--- src/rtl/host_slv_demux.sv ---
// host_slv_demux: routes the host AXI slave port by address to mem (port 0) or reg (port 1), locking each direction to one target; ports clk_i, rst_i, host_req_i/host_resp_o, mem_req_o/mem_resp_i, reg_req_o/reg_resp_i
package host_slv_demux_pkg;
  localparam int unsigned AW = 32;
  localparam int unsigned DW = 64;
  localparam int unsigned IW = 4;
  localparam int unsigned UW = 1;
  typedef struct packed {
    logic [IW-1:0] id;
    logic [AW-1:0] addr;
    logic [7:0] len;
    logic [2:0] size;
    logic [1:0] burst;
    logic [UW-1:0] user;
  } ax_chan_t;
  typedef struct packed {
    logic [DW-1:0] data;
    logic [DW/8-1:0] strb;
    logic last;
    logic [UW-1:0] user;
  } w_chan_t;
  typedef struct packed {
    logic [IW-1:0] id;
    logic [1:0] resp;
    logic [UW-1:0] user;
  } b_chan_t;
  typedef struct packed {
    logic [IW-1:0] id;
    logic [DW-1:0] data;
    logic [1:0] resp;
    logic last;
    logic [UW-1:0] user;
  } r_chan_t;
  typedef struct packed {
    ax_chan_t aw;
    logic aw_valid;
    w_chan_t w;
    logic w_valid;
    logic b_ready;
    ax_chan_t ar;
    logic ar_valid;
    logic r_ready;
  } req_t;
  typedef struct packed {
    logic aw_ready;
    logic ar_ready;
    logic w_ready;
    b_chan_t b;
    logic b_valid;
    r_chan_t r;
    logic r_valid;
  } resp_t;
endpackage

module host_slv_demux #(
  parameter int unsigned AddrWidth = 32,
  parameter int unsigned DataWidth = 64,
  parameter int unsigned IdWidth = 4,
  parameter int unsigned UserWidth = 1,
  parameter int unsigned MaxTxns = 8,
  parameter logic [AddrWidth-1:0] RegBase = 32'h1A00_0000,
  parameter logic [AddrWidth-1:0] RegSize = 32'h0010_0000,
  parameter type req_t = host_slv_demux_pkg::req_t,
  parameter type resp_t = host_slv_demux_pkg::resp_t
) (
  input  logic  clk_i,
  input  logic  rst_i,
  input  req_t  host_req_i,
  output resp_t host_resp_o,
  output req_t  mem_req_o,
  input  resp_t mem_resp_i,
  output req_t  reg_req_o,
  input  resp_t reg_resp_i
);
  localparam int unsigned CW = $clog2(MaxTxns + 1);
  localparam int unsigned PW = MaxTxns > 1 ? $clog2(MaxTxns) : 1;
  localparam logic [CW-1:0] MaxCnt = CW'(MaxTxns);
  localparam logic [PW-1:0] LastPtr = PW'(MaxTxns - 1);
  function automatic logic in_reg(input logic [AddrWidth-1:0] a);
    return ({1'b0, a} >= {1'b0, RegBase}) && ({1'b0, a} < ({1'b0, RegBase} + {1'b0, RegSize}));
  endfunction
  logic r_en, r_wsel, r_rsel;
  logic [CW-1:0] r_wcnt, r_rcnt, r_fcnt;
  logic [MaxTxns-1:0] r_fifo;
  logic [PW-1:0] r_wp, r_rp;
  logic w_en, w_aw_sel, w_ar_sel, w_aw_ok, w_ar_ok, w_fempty, w_head;
  logic w_aw_hs, w_wl_hs, w_b_hs, w_ar_hs, w_rl_hs;
  assign w_en = r_en & ~rst_i;
  assign w_aw_sel = in_reg(host_req_i.aw.addr);
  assign w_ar_sel = in_reg(host_req_i.ar.addr);
  assign w_aw_ok = w_en && (r_wcnt == '0 || r_wsel == w_aw_sel) && r_wcnt < MaxCnt && r_fcnt < MaxCnt;
  assign w_ar_ok = w_en && (r_rcnt == '0 || r_rsel == w_ar_sel) && r_rcnt < MaxCnt;
  assign w_fempty = r_fcnt == '0;
  assign w_head = r_fifo[r_rp];
  always_comb begin
    mem_req_o = host_req_i;
    reg_req_o = host_req_i;
    mem_req_o.aw_valid = host_req_i.aw_valid & w_aw_ok & ~w_aw_sel;
    reg_req_o.aw_valid = host_req_i.aw_valid & w_aw_ok & w_aw_sel;
    mem_req_o.w_valid = host_req_i.w_valid & w_en & ~w_fempty & ~w_head;
    reg_req_o.w_valid = host_req_i.w_valid & w_en & ~w_fempty & w_head;
    mem_req_o.b_ready = host_req_i.b_ready & w_en & ~r_wsel;
    reg_req_o.b_ready = host_req_i.b_ready & w_en & r_wsel;
    mem_req_o.ar_valid = host_req_i.ar_valid & w_ar_ok & ~w_ar_sel;
    reg_req_o.ar_valid = host_req_i.ar_valid & w_ar_ok & w_ar_sel;
    mem_req_o.r_ready = host_req_i.r_ready & w_en & ~r_rsel;
    reg_req_o.r_ready = host_req_i.r_ready & w_en & r_rsel;
    host_resp_o = r_wsel ? reg_resp_i : mem_resp_i;
    host_resp_o.r = r_rsel ? reg_resp_i.r : mem_resp_i.r;
    host_resp_o.aw_ready = w_aw_ok & (w_aw_sel ? reg_resp_i.aw_ready : mem_resp_i.aw_ready);
    host_resp_o.w_ready = w_en & ~w_fempty & (w_head ? reg_resp_i.w_ready : mem_resp_i.w_ready);
    host_resp_o.b_valid = w_en & (r_wsel ? reg_resp_i.b_valid : mem_resp_i.b_valid);
    host_resp_o.ar_ready = w_ar_ok & (w_ar_sel ? reg_resp_i.ar_ready : mem_resp_i.ar_ready);
    host_resp_o.r_valid = w_en & (r_rsel ? reg_resp_i.r_valid : mem_resp_i.r_valid);
  end
  assign w_aw_hs = host_req_i.aw_valid & host_resp_o.aw_ready;
  assign w_wl_hs = host_req_i.w_valid & host_resp_o.w_ready & host_req_i.w.last;
  assign w_b_hs = host_resp_o.b_valid & host_req_i.b_ready;
  assign w_ar_hs = host_req_i.ar_valid & host_resp_o.ar_ready;
  assign w_rl_hs = host_resp_o.r_valid & host_req_i.r_ready & host_resp_o.r.last;
  always_ff @(posedge clk_i) begin
    if (rst_i) begin
      r_en <= 1'b0;
      r_wsel <= 1'b0;
      r_rsel <= 1'b0;
      r_wcnt <= '0;
      r_rcnt <= '0;
      r_fcnt <= '0;
      r_fifo <= '0;
      r_wp <= '0;
      r_rp <= '0;
    end else begin
      r_en <= 1'b1;
      if (w_aw_hs) begin
        r_wsel <= w_aw_sel;
        r_fifo[r_wp] <= w_aw_sel;
        r_wp <= r_wp == LastPtr ? '0 : r_wp + 1'b1;
      end
      if (w_wl_hs) r_rp <= r_rp == LastPtr ? '0 : r_rp + 1'b1;
      if (w_ar_hs) r_rsel <= w_ar_sel;
      r_fcnt <= r_fcnt + CW'(w_aw_hs) - CW'(w_wl_hs);
      r_wcnt <= r_wcnt + CW'(w_aw_hs) - CW'(w_b_hs);
      r_rcnt <= r_rcnt + CW'(w_ar_hs) - CW'(w_rl_hs);
      assert (!(w_b_hs && r_wcnt == '0));
      assert (!(w_rl_hs && r_rcnt == '0));
      assert ($bits(host_req_i.aw.id) == IdWidth && $bits(host_req_i.w.data) == DataWidth && $bits(host_req_i.aw.user) == UserWidth);
    end
  end
endmodule

--- config.mk ---
export PLATFORM = sky130hd
export DESIGN_NAME = host_slv_demux
export DESIGN_NICKNAME = d
export VERILOG_FILES = /design/src/rtl/host_slv_demux.sv
export SDC_FILE = /design/constraint.sdc
export NUM_CORES = 1
export LEC_CHECK = 0
export BUFFER_PORTS_ARGS = -buffer_cell sky130_fd_sc_hd__buf_2
export CAP_MARGIN = 10
export CORE_AREA = 2 2 304 306
export CTS_CLUSTER_SIZE = 28
export DETAILED_ROUTE_END_ITERATION = 8
export DIE_AREA = 0 0 306 308
export PLACE_DENSITY = 0.33
export SLEW_MARGIN = 40
export SYNTH_ARGS = -nofsm -noshare
export SYNTH_HDL_FRONTEND = slang
export SYNTH_SLANG_ARGS = --single-unit
export TNS_END_PERCENT = 100
--- constraint.sdc ---
create_clock -name clk_i -period 3 [get_ports clk_i]
set_input_delay 0.75 -clock clk_i [delete_from_list [all_inputs] [get_ports clk_i]]
set_output_delay 0.75 -clock clk_i [all_outputs]
set_load 0.01 [all_outputs]
# Word-level counts from Yosys, hierarchy flattened
# Cells that the tools add are included.
totals:
  ff_bits: 29
  input_bits: 349
  out_inout_bits: 442
  elab_cells: 96
classes:
  n_addsub: 8
  order_cmp: 10
  eq_ne: 4
  muxes: 15
  n_bitwise: 37
  reduce_logical: 13
op_table:
  columns: ["operator", "n"]
  rows:
  - ["$mux 81", 1]
  - ["$mux 72", 1]
  - ["$ge 32x29->1 const B", 2]
  - ["$lt 32x29->1 const B", 2]
  - ["$and 1x1->1", 30]
  - ["$add 4x1->4", 3]
  - ["$logic_not 4->1", 3]
  - ["$lt 4x4->1 const B", 3]
  - ["$sub 4x1->4", 3]
  - ["$bwmux 8", 1]
  - ["$logic_and 1x1->1", 8]
  - ["$lt 3x4->1 const B", 2]
  - ["$mux 1", 8]
  - ["$not 1->1", 7]
  - ["$add 3x1->3 const B", 2]
  - ["$eq 3x3->1 const B", 2]
  - ["$mux 3", 2]
  - ["$bmux 1 s3", 1]
  - ["$demux 1 s3", 1]
  - ["$ge 3x1->1 const B", 1]
  - ["$eq 1x1->1", 2]
  - ["$logic_or 1x1->1", 2]

# Logic depth before layout (Yosys ltp)
# Gate-level depths: netlist of run 1.
depth:
  ltp_word: 11
  ltp_mapped: 14
  mapped_depth_nobuf: 14

# Least setup slack after synthesis of run 1
# OpenSTA, ideal clock, no wires.
synth_path:
  path_type: "input port to flip-flop"
  start: "input host_req_i[166] (netlist bit)"
  end: "register r_wcnt[2]"
  setup_time_ns: 0.128
  t_arrival_ns: 2.731
  required_time_ns: 2.872
  setup_slack_ns: 0.142
  stages: 11
  n_path_buf: 0
  cell_sequence: "nor4b_1 > nand3_1 > mux2i_1 > nand2_1 > ha_1 > inv_1 > ha_1 > inv_1 > fa_1 > xor2_1 > nor2_1"
synth_via:
  elab_chain_cells: 11
  elab_cells_between_ends: 13
  cone_classes: "add/sub (2); order compare (2); eq/ne (1); mux (1); bitwise (2); reduce/logical (5)"
synth_lines:
  columns: ["item", "line", "source"]
  rows:
  - ["start, declared", "67", "input req_t host_req_i,"]
  - ["$ge 32x29->1 or $lt 32x29->1 (tied branches)", "79", "return ({1'b0, a} >= {1'b0, RegBase}) && ({1'b0, a} < ({1'b0, RegBase} + {1'b0, RegSize}));"]
  - ["$logic_and 1x1->1 (*)", "79", null]
  - ["$eq 1x1->1", "90", "assign w_aw_ok = w_en && (r_wcnt == '0 || r_wsel == w_aw_sel) && r_wcnt < MaxCnt && r_fcnt < MaxCnt;"]
  - ["$logic_or 1x1->1", "90", null]
  - ["$logic_and 1x1->1 (3 in a row)", "90", null]
  - ["$and 1x1->1 (*)", "109", "host_resp_o.aw_ready = w_aw_ok & (w_aw_sel ? reg_resp_i.aw_ready : mem_resp_i.aw_ready);"]
  - ["$and 1x1->1 (*)", "115", "assign w_aw_hs = host_req_i.aw_valid & host_resp_o.aw_ready;"]
  - ["$add 4x1->4 (*)", "141", "r_wcnt <= r_wcnt + CW'(w_aw_hs) - CW'(w_b_hs);"]
  - ["$sub 4x1->4 (*)", "141", null]
  - ["end signal, assigned", "141", null]
  - ["end, declared", "82", "logic [CW-1:0] r_wcnt, r_rcnt, r_fcnt;"]
# Mark *: on every way between the ends. The rest lies on a longest branch, timed or not.
# A chain may end at the register's enable or synchronous reset.

==> results of run 1 <==
## cell families after synthesis
| family | share of synthesized area [%] |
|---|---|
| AO/OA/AOI/OAI | 3.85 |
| XOR/XNOR | 0.968 |
| adder cells (fa/ha/maj) | 5.49 |
| buffers and inverters | 50.5 |
| flip-flops | 10.7 |
| multiplexers | 20.1 |
| AND/OR/NAND/NOR | 8.39 |
## final cells by class
cell class                 instances  area (um2)  share of cell area, %
tap                             1186        1480                   22.7
timing repair buffer             383        2040                   31.2
clock buffer                       5         125                   1.92
inverter                          19        71.3                   1.09
sequential                        29         584                   8.95
clock inverter                     3        46.3                  0.709
antenna                            4        10.0                  0.153
multi-input combinational        234        2170                   33.2
## Yosys cell counts, types with 2 or more instances
cell type    n  area, um2
a211oi_1     5       37.5
nor3_1       5       25.0
mux4_1       2       52.6
clkbuf_1    13       48.8
nor4b_1      2       17.5
fa_1         3       60.1
inv_1       19       71.3
nor2b_1     11       68.8
dfxtp_1     29        581
mux2_2      81        912
nand2_1      9       33.8
ha_1        19        238
buf_1        2       7.51
a21oi_1      8       40.0
nand3_1      3       15.0
and2_1       4       25.0
o2111ai_1    2       17.5
a311oi_1     2       17.5
a41oi_1      2       17.5
o21ai_0      6       30.0
xnor2_1      5       43.8
a21o_1       3       22.5
and3_1       6       37.5
nor4bb_1     3       30.0
mux2i_1      9       90.1
nor3b_1      6       45.0
nor2_1      23       86.3
buf_4      348       2610
nor4_1       2       12.5
## worst max path at each step
stage                    start               to  slack (ps)  cells past startpoint
6_report       host_req_i[166]  host_resp_o[83]          60                      9
4_1_cts         host_req_i[39]  host_resp_o[82]           1                      9
2_1_floorplan  host_req_i[166]        r_wcnt[2]         140                     11
3_5_place_dp   host_req_i[166]        r_wcnt[2]        -280                     14
3_3_place_gp   host_req_i[166]        r_wcnt[2]        -290                     14
5_1_grt              r_wcnt[3]  host_resp_o[83]         -50                      9
## timing repair
action | CTS | global route
endpoints found under the hold margin | 0 | 0
hold buffers | 0 | 0
pin swaps | 0 | 1
buffers inserted | 0 | 1
endpoints found under the setup margin | 2 | 8
resized for setup | 5 | 10
## layer usage
layer  up-vias  global-route usage [%]  wire (um)
li1       1836                       -          -
met2       350                    6.09       9230
met5         -                       0         39
met4         6                    2.70       1310
met3       129                    2.97       3400
met1      1708                    5.80      10200
## power by group through the flow
stage	clock, W	combinational, W	sequential (W)
2_1_floorplan	0	0.000742	0.000433
3_3_place_gp	0	0.000664	0.000439
3_5_place_dp	0	0.000657	0.000439
4_1_cts	0.000662	0.000663	0.000430
5_1_grt	0.000671	0.000730	0.000434
6_report	0.000623	0.000659	0.000430
## registers in the layout, indices dropped and copies added, names as in the netlist
name    cells
r_fifo      8
r_fcnt      4
r_rcnt      4
r_wcnt      4
r_rp        3
r_wp        3
r_en        1
r_rsel      1
r_wsel      1
## per-stage QoR
step / TNS (ps) / hold WS [ps]
after global placement: -2120 / 506
after CTS: 0 / 525
after floorplan: 0 / 490
after detailed placement: -2170 / 512
after global routing: -49.4 / 561
final: 0 / 519
## worst register-to-register path: stages (launching register included)
cell     delay (ps)
dfxtp_1         420
mux4_1          640
mux2i_4         210
mux2i_2         270
inv_1            80
ha_1            270
inv_1            40
ha_1            190
fa_1            380
xnor2_1         140
nor2_1           50
==> metrics.cfg, run 1 <==
[final_layout]
design_area_mm2=0.00653
final_core_util_pct=7.17
fin_cells=1863
nFillCells=10700
final_cell_mix=buf_2 (342), mux2_2 (81), buf_4 (39)
drive_above_1_share_pct=72.7
final_common_cell=buf_2
fin_nets=1043
area_delta_synth_final_pct=20.2

[run]
cap_violations=0

[critical_path]
crit_type=input pin to output port
rr_worst_depth=10
cp.arrival_ps=2190
startpoint_type=input pin
cp_slowest_stage_delay_ps=260
regToRegSetupSlack_ps=190
cp-end-kind=output port
slowest_stage=nor4b_2
critPathBufInv=5
cpLargestDelayFamily=buffers and inverters
required_ps=2250
crit_path_cell_trace=buf_2 > nor4b_2 > buf_4 > nand3_2 > buf_6 > mux2i_4 > buf_4 > and2_1 > buf_2
worstPathMaxFanout=3
r2r-end=r_fcnt[2]
regToRegStartpoint=r_rp[0]

[grt]
track_usage_pct=4.72
grt_pass1_vias=3892
grt_pass1_wl_um=30700
grt_max_degree=70
grt_antenna_before_repair=14
grt-ovfl-total=0

[clock_network]
clock_latency_ps=290
clock_sinks=29
root_buffer=clkbuf_16
h-tree-depth=2
cts_tree=done
cts_buffers=5
clk_path_buf_depth=2
clk_pin_slew_worst_paths_ps=60

[die]
design.core.area_mm2=0.0910
die_x_um=306
io_pins=791
die_area_mm2=0.0942
rows=111
initial_core_util_pct=5.97
die_y_um=308

[logic_synthesis]
synth_area_mm2=0.00543
synth-seq-cells=29
netlist_instances=645
async_flop_share_pct=0
yosysUniqueCellTypes=42
synth-edff-count=0
synth_flop_cell=dfxtp_1
syn_area_per_cell_um2=8.41
syn_nets=1016
yosys_warnings=0
ys_seq_area_share_pct=10.7

[pwr]
p_comb_share_pct=38.5
leakagePower_nw=2.71
clock_power_share_pct=36.4
ir_drop_uv=225
p_sw_share_pct=33.1
intPower_w=0.00115
switchingPower_w=0.000566
p_per_area_mw_per_mm2=262
power_w=0.00171
seq_power_share_pct=25.1

[hold_path]
min_to=r_fifo[0]
hp-start=r_fifo[0]
holdPathStages=2
hold_path_class=register to register

[place]
dpl_cell_area_mm2=0.00627
io_buffer_count=343
place_inst=1850
place_hpwl_um=21600
preCtsSetupSlack_ps=-277
gp_congestion=0.709

[sta]
worst_pin_slew_ps=453
slew_headroom_pct=69.5
setup_viol=0
post-route-period-util_pct=98.0
skew_ps=7.83
hold_viol=0
fmax_mhz=340
slew_viol_final=0
setup_ws_ps=60.4
min_period_ps=2940

[drt]
drt-pass1-iter-count=4
finalWirelength_um=24200
drt-initial-drc-count=83
vias_per_cell=2.16
num_vias=4029
drt-wirelength-per-cell_um=13.0
drc=0
detail-route-antenna-nets=0

[run_status]
status=finished, final reports clean

No activity file was read; power rests on OpenSTA's default activity.
==> run 2: changes to the inputs <==
Settings changed: ABC_AREA set to 1, CAP_MARGIN 10 to not set, CORE_AREA 2 2 304 306 to 2 2 312 314, DIE_AREA 0 0 306 308 to 0 0 314 316, PLACE_DENSITY 0.33 to 0.32.
==> run 2 against run 1 <==
Die area grew 5.3%. Cell count is 18% higher. Critical path depth up 3. Wire length increased by 40%. Via count up 30%. Final area grew 3.7%. Critical path type unchanged. Largest cell class unchanged.
==> metrics.cfg, run 2 <==
[drt]
drc=0  ; unchanged
top_layer=met5
drt-initial-drc-count=213  ; +160%
finalWirelength_um=33900  ; +40%
num_vias=5229  ; +30%
routed-wl-met3_um=5740  ; +69%
wl_met1_um=12600  ; +24%
drt-wirelength-per-cell_um=15.4  ; +19%
wl_met2_um=12500  ; +35%
vias_per_cell=2.37  ; +9.7%
drt-pass1-iter-count=4  ; unchanged
detail-route-antenna-nets=0  ; unchanged

[pwr]
ir_drop_uv=164  ; -27%
power_w=0.00173  ; +1.0%
leakagePower_nw=3.31  ; +22%
p_per_area_mw_per_mm2=255  ; -2.6%

[sta]
hold_viol=0  ; unchanged
fmax_mhz=359  ; +5.4%
final.setup.tns_ps=0  ; unchanged
skew_ps=5.05  ; -2.78 ps
worst_pin_slew_ps=569  ; +116 ps
slew_viol_final=0  ; unchanged
slew_headroom_pct=61.7  ; -7.8 points
setup_viol=0  ; unchanged
min_period_ps=2790  ; -151 ps
rsz0062_at_grt=no
post-route-period-util_pct=93.0  ; -5.0 points

[grt]
grt_pass1_vias=5068  ; +30%
grt_antenna_before_repair=18  ; +4
grt-ovfl-total=0  ; unchanged
grt_max_degree=33  ; -53%
grt_pass1_wl_um=42900  ; +40%
track_usage_pct=6.40  ; +1.7 points

[logic_synthesis]
synth_common_cells=buf_4 (348), nand2_1 (287), inv_1 (55)
synth-seq-cells=29  ; unchanged
yosys_warnings=0  ; unchanged
syn_area_per_cell_um2=6.19  ; -26%
yosysMostFrequentCell=buf_4
netlist_instances=905  ; +40%
async_flop_share_pct=0  ; unchanged
synth.top_cell.area_share_pct=46.6  ; -1.5 points
synth-edff-count=0  ; unchanged
synth_area_mm2=0.00560  ; +3.3%
synth_flop_cell=dfxtp_1
ys_seq_area_share_pct=10.4  ; -0.34 points
yosysUniqueCellTypes=37  ; -12%
synth_top_cell_by_area=buf_4
syn_nets=1276  ; +26%
synthTopCellsByArea=buf_4 (47%), nand2_1 (19%), dfxtp_1 (10%)

[place]
gp_congestion=0.674  ; -5.0%
place_hpwl_um=29900  ; +39%
io_buffer_count=343  ; unchanged

[critical_path]
required_ps=2250  ; about the same
rr_worst_depth=13  ; +3
regToRegSetupSlack_ps=450  ; +260 ps
regToRegStartpoint=r_rp[1]
startpoint_type=input pin
crit_type=input pin to output port
worstPathMaxFanout=3  ; unchanged
cp.arrival_ps=2040  ; -150 ps
cp-end-kind=output port
r2r-end=r_fcnt[2]

[clock_network]
clock_latency_ps=290  ; about the same
h-tree-depth=2  ; unchanged
clock_sinks=29  ; unchanged
cts_buffers=5  ; unchanged
cts_tree=done
ctsHoldBuffers=0  ; unchanged
clk_pin_slew_worst_paths_ps=60  ; about the same
clk_path_buf_depth=2  ; unchanged
root_buffer=clkbuf_16
post-cts-setup-buffer-count=0  ; unchanged

[final_layout]
area_delta_synth_final_pct=20.8
nFillCells=11500  ; +7.6%
final_core_util_pct=7.05  ; -0.12 points
final_cell_mix=buf_2 (343), nand2_1 (286), inv_1 (54)
regArea_um2=586  ; +0.21%
final_common_cell=buf_2
regMostFlops=r_fifo
largest_reg_flops=8  ; unchanged
multi_input_area_mm2=0.00211  ; -2.5%
fin_nets=1294  ; +24%
drive_above_1_share_pct=44.5  ; -28 points

[die]
die_x_um=314  ; +2.6%
io_pins=791  ; unchanged
rows=114  ; +2.7%
die_y_um=316  ; +2.6%
die_area_mm2=0.0992  ; +5.3%
design.core.area_mm2=0.0960  ; +5.5%
initial_core_util_pct=5.84  ; -0.13 points

[hold_path]
hold_path_class=register to register
hp-start=r_fifo[1]
holdPathStages=2  ; unchanged
min_to=r_fifo[1]

[run_status]
status=finished, final reports clean

[run]
cap_violations=0  ; unchanged

-- run 2: how the worst max path moves through the flow --
stage	startpoint	endpoint	slack, ps
3_5_place_dp	host_req_i[165]	r_wcnt[2]	-120
6_report	host_req_i[165]	reg_req_o[128]	210
3_3_place_gp	host_req_i[165]	r_wcnt[2]	-140
5_1_grt	host_req_i[165]	r_fcnt[2]	4
4_1_cts	r_rp[0]	host_resp_o[81]	90
2_1_floorplan	host_req_i[169]	r_wcnt[2]	290
-- run 2: per-layer routing --
layer | vias up | track usage, %
met5 | - | 0
met3 | 177 | 4.41
li1 | 2437 | -
met2 | 450 | 8.25
met4 | 16 | 5.13
met1 | 2149 | 7.12
-- run 2: critical path, cell delays in order --
cell and delay, ps:
buf_2 110, nor2_1 120, nand2_1 110, inv_1 110
nand3_4 80, nand2_1 60, nand2_1 60, nand2_2 80
nand3_2 90, or2_2 290, inv_1 60, buf_2 120
-- run 2: final cells by class --
| type | count | share of cell area (%) |
|---|---|---|
| antenna | 4 | 0.148 |
| clock buffer | 7 | 2.42 |
| clock inverter | 1 | 0.111 |
| inverter | 59 | 3.29 |
| multi-input combinational | 448 | 31.2 |
| sequential | 29 | 8.65 |
| tap | 1276 | 23.6 |
| timing repair buffer | 380 | 30.6 |
-- run 2: kinds of logic (layout without fill, tap and decap cells) --
group | after synthesis | count (layout) | share of synthesized area, %
compound gates | 42 | 42 | 4.27
xor+xnor | 3 | 3 | 0.469
fa+ha+maj | 22 | 22 | 5.31
buf+inv | 428 | 447 | 52.1
flops | 29 | 29 | 10.4
other cells | 0 | 4 | 0
simple gates | 381 | 381 | 27.4
-- run 2: stage by stage --
stage,worst slack (ps),area (um2),hold slack (ps),cells
final,211,6770,472,2204
after global routing,3.75,6760,500,2200
after CTS,85.6,6750,477,2200
after detailed placement,-121,6570,460,2192
after global placement,-142,6570,468,2192
after floorplan,290,5600,431,905
-- run 2: where the power goes --
part	switching (W)	total, W	internal (W)	leakage [nW]
Clock	0.000200	0.000581	0.000381	0.0813
Combinational	0.000403	0.000717	0.000314	2.99
Sequential	0.0000215	0.000431	0.000410	0.237
Total	0.000625	0.00173	0.00110	3.31
-- run 2: repair_timing --
action	CTS	global route
setup endpoints to repair	1	6
pin swaps	0	1
hold endpoints to repair	0	0
resized for setup	1	3
==> run 3: changes to the inputs <==
Settings changed: RECOVER_POWER set to 25, REMOVE_ABC_BUFFERS set to 1.
==> run 3 against run 2 <==
Utilization hardly changed. Sequential share of layout area hardly changed. Final area is 0.44% lower. Highest routed layer unchanged. Critical path type unchanged. Maximum frequency is 1.7% lower. Clock-buffer cell count is 1 lower.
==> metrics.cfg, run 3 (same netlist as run 2, synthesis figures left out) <==
[die]
die_area_mm2=0.0992  ; unchanged
design.core.area_mm2=0.0960  ; unchanged
io_pins=791  ; unchanged
die_x_um=314  ; unchanged
rows=114  ; unchanged
initial_core_util_pct=5.84  ; unchanged
die_y_um=316  ; unchanged

[final_layout]
area_delta_synth_final_pct=20.3
final_cell_mix=buf_2 (343), nand2_1 (286), inv_1 (53)
regMostFlops=r_fifo
fin_nets=1297  ; +0.23%
drive_above_1_share_pct=44.8  ; +0.29 points
final_common_cell=buf_2
largest_reg_flops=8  ; unchanged

[critical_path]
startpoint_type=input pin
worstPathMaxFanout=4  ; +1
crit_type=input pin to output port
cp.arrival_ps=2090  ; +50 ps
required_ps=2250  ; about the same
cp-end-kind=output port

[drt]
drt-wirelength-per-cell_um=48.8  ; +220%
vias_per_cell=2.95  ; +24%
finalWirelength_um=108000  ; +220%
num_vias=6521  ; +25%
detail-route-antenna-nets=0  ; unchanged
drt-initial-drc-count=532  ; +150%
drt-pass1-iter-count=4  ; unchanged
drc=0  ; unchanged

[sta]
worst_pin_slew_ps=920  ; +351 ps
slew_viol_final=0  ; unchanged
fmax_mhz=352  ; -1.7%
skew_ps=4.94  ; -0.104 ps
post-route-period-util_pct=94.6  ; +1.6 points
hold_viol=0  ; unchanged
slew_headroom_pct=38.7  ; -23 points
setup_ws_ps=162  ; -49.5 ps
final.setup.tns_ps=0  ; unchanged
setup_viol=0  ; unchanged
min_period_ps=2840  ; +49.5 ps

[clock_network]
cts_tree=done
post-cts-setup-buffer-count=0  ; unchanged
root_buffer=clkbuf_16
cts_buffers=5  ; unchanged
clk_path_buf_depth=2  ; unchanged
clock_sinks=29  ; unchanged
clock_latency_ps=290  ; about the same
clk_pin_slew_worst_paths_ps=60  ; about the same
h-tree-depth=2  ; unchanged

[place]
gp_congestion=0.828  ; +23%
place_hpwl_um=99100  ; +230%
io_buffer_count=343  ; unchanged
preCtsSetupSlack_ps=-128  ; -6.99 ps

[hold_path]
hold_path_class=register to register

[run_status]
status=finished, final reports clean

[grt]
grt_antenna_before_repair=73  ; +55
grt-ovfl-total=0  ; unchanged
track_usage_pct=20.8  ; +14 points
grt_max_degree=64  ; +94%
grt_pass1_vias=5177  ; +2.2%
grt_pass1_wl_um=119000  ; +180%

[pwr]
p_per_area_mw_per_mm2=265  ; +3.6%
leakagePower_nw=3.30  ; -0.15%
ir_drop_uv=231  ; +41%

[run]
cap_violations=0  ; unchanged

## run 3: routing by layer
metal | GRT usage (%) | share of wire, %
met1 | 15.3 | 26
met2 | 33.2 | 44
met3 | 24.9 | 25
met5 | 10.2 | 1.5
met4 | 4.98 | 3.4
## run 3: where the power goes
| part | switching [W] | internal [W] |
|---|---|---|
| sequential | 0.0000235 | 0.000410 |
| clock | 0.000207 | 0.000415 |
| combinational | 0.000421 | 0.000308 |
| total | 0.000651 | 0.00113 |
## run 3: final timing paths
kind / depth (start not counted) / to / slack [ps] / startpoint
worst max-delay path: 13 / reg_req_o[128] / 160 / host_req_i[173]
worst min-delay path: 2 / r_fifo[1] / 480 / r_fifo[1]
worst max register to register: 13 / r_rcnt[2] / 410 / r_rsel
worst min register to register: 2 / r_fifo[1] / 480 / r_fifo[1]
## run 3: layout make-up
type | instances | area [um2]
Fill cell | 11500 | 89300
Multi-Input combinational cell | 448 | 2120
Timing Repair Buffer | 383 | 2030
Tap cell | 1276 | 1600
Sequential cell | 29 | 584
Inverter | 59 | 221
Clock buffer | 6 | 139
Clock inverter | 2 | 36.3
Antenna cell | 6 | 15.0
## run 3: stage by stage
stage	std cells	instance area (um2)	total power (W)	hold WS, ps	utilization (%)
finish	2209	6740	0.00178	479	7.02
CTS	2203	6710	0.00182	482	6.99
global placement	2195	6530	0.00118	473	6.81
detailed placement	2195	6530	0.00118	463	6.81
floorplan	536	2900	0.000721	431	-
global route	2206	6730	0.00191	512	7.01
## run 3: critical path: stages
cell     delay [ps]
buf_2           160
inv_1            70
nand2_1          60
nor2_2          130
nand3_4         100
nand2_1          60
nand2_1          60
nand2_2          70
buf_4           110
nand3_2          60
or2_2           280
inv_1            50
buf_2           120
## run 3: repair_timing
item                       CTS  global route
resized for setup            2             6
setup endpoints to repair    2             2
pin swaps                    0             1
hold endpoints to repair     0             0
hold buffers                 0             0
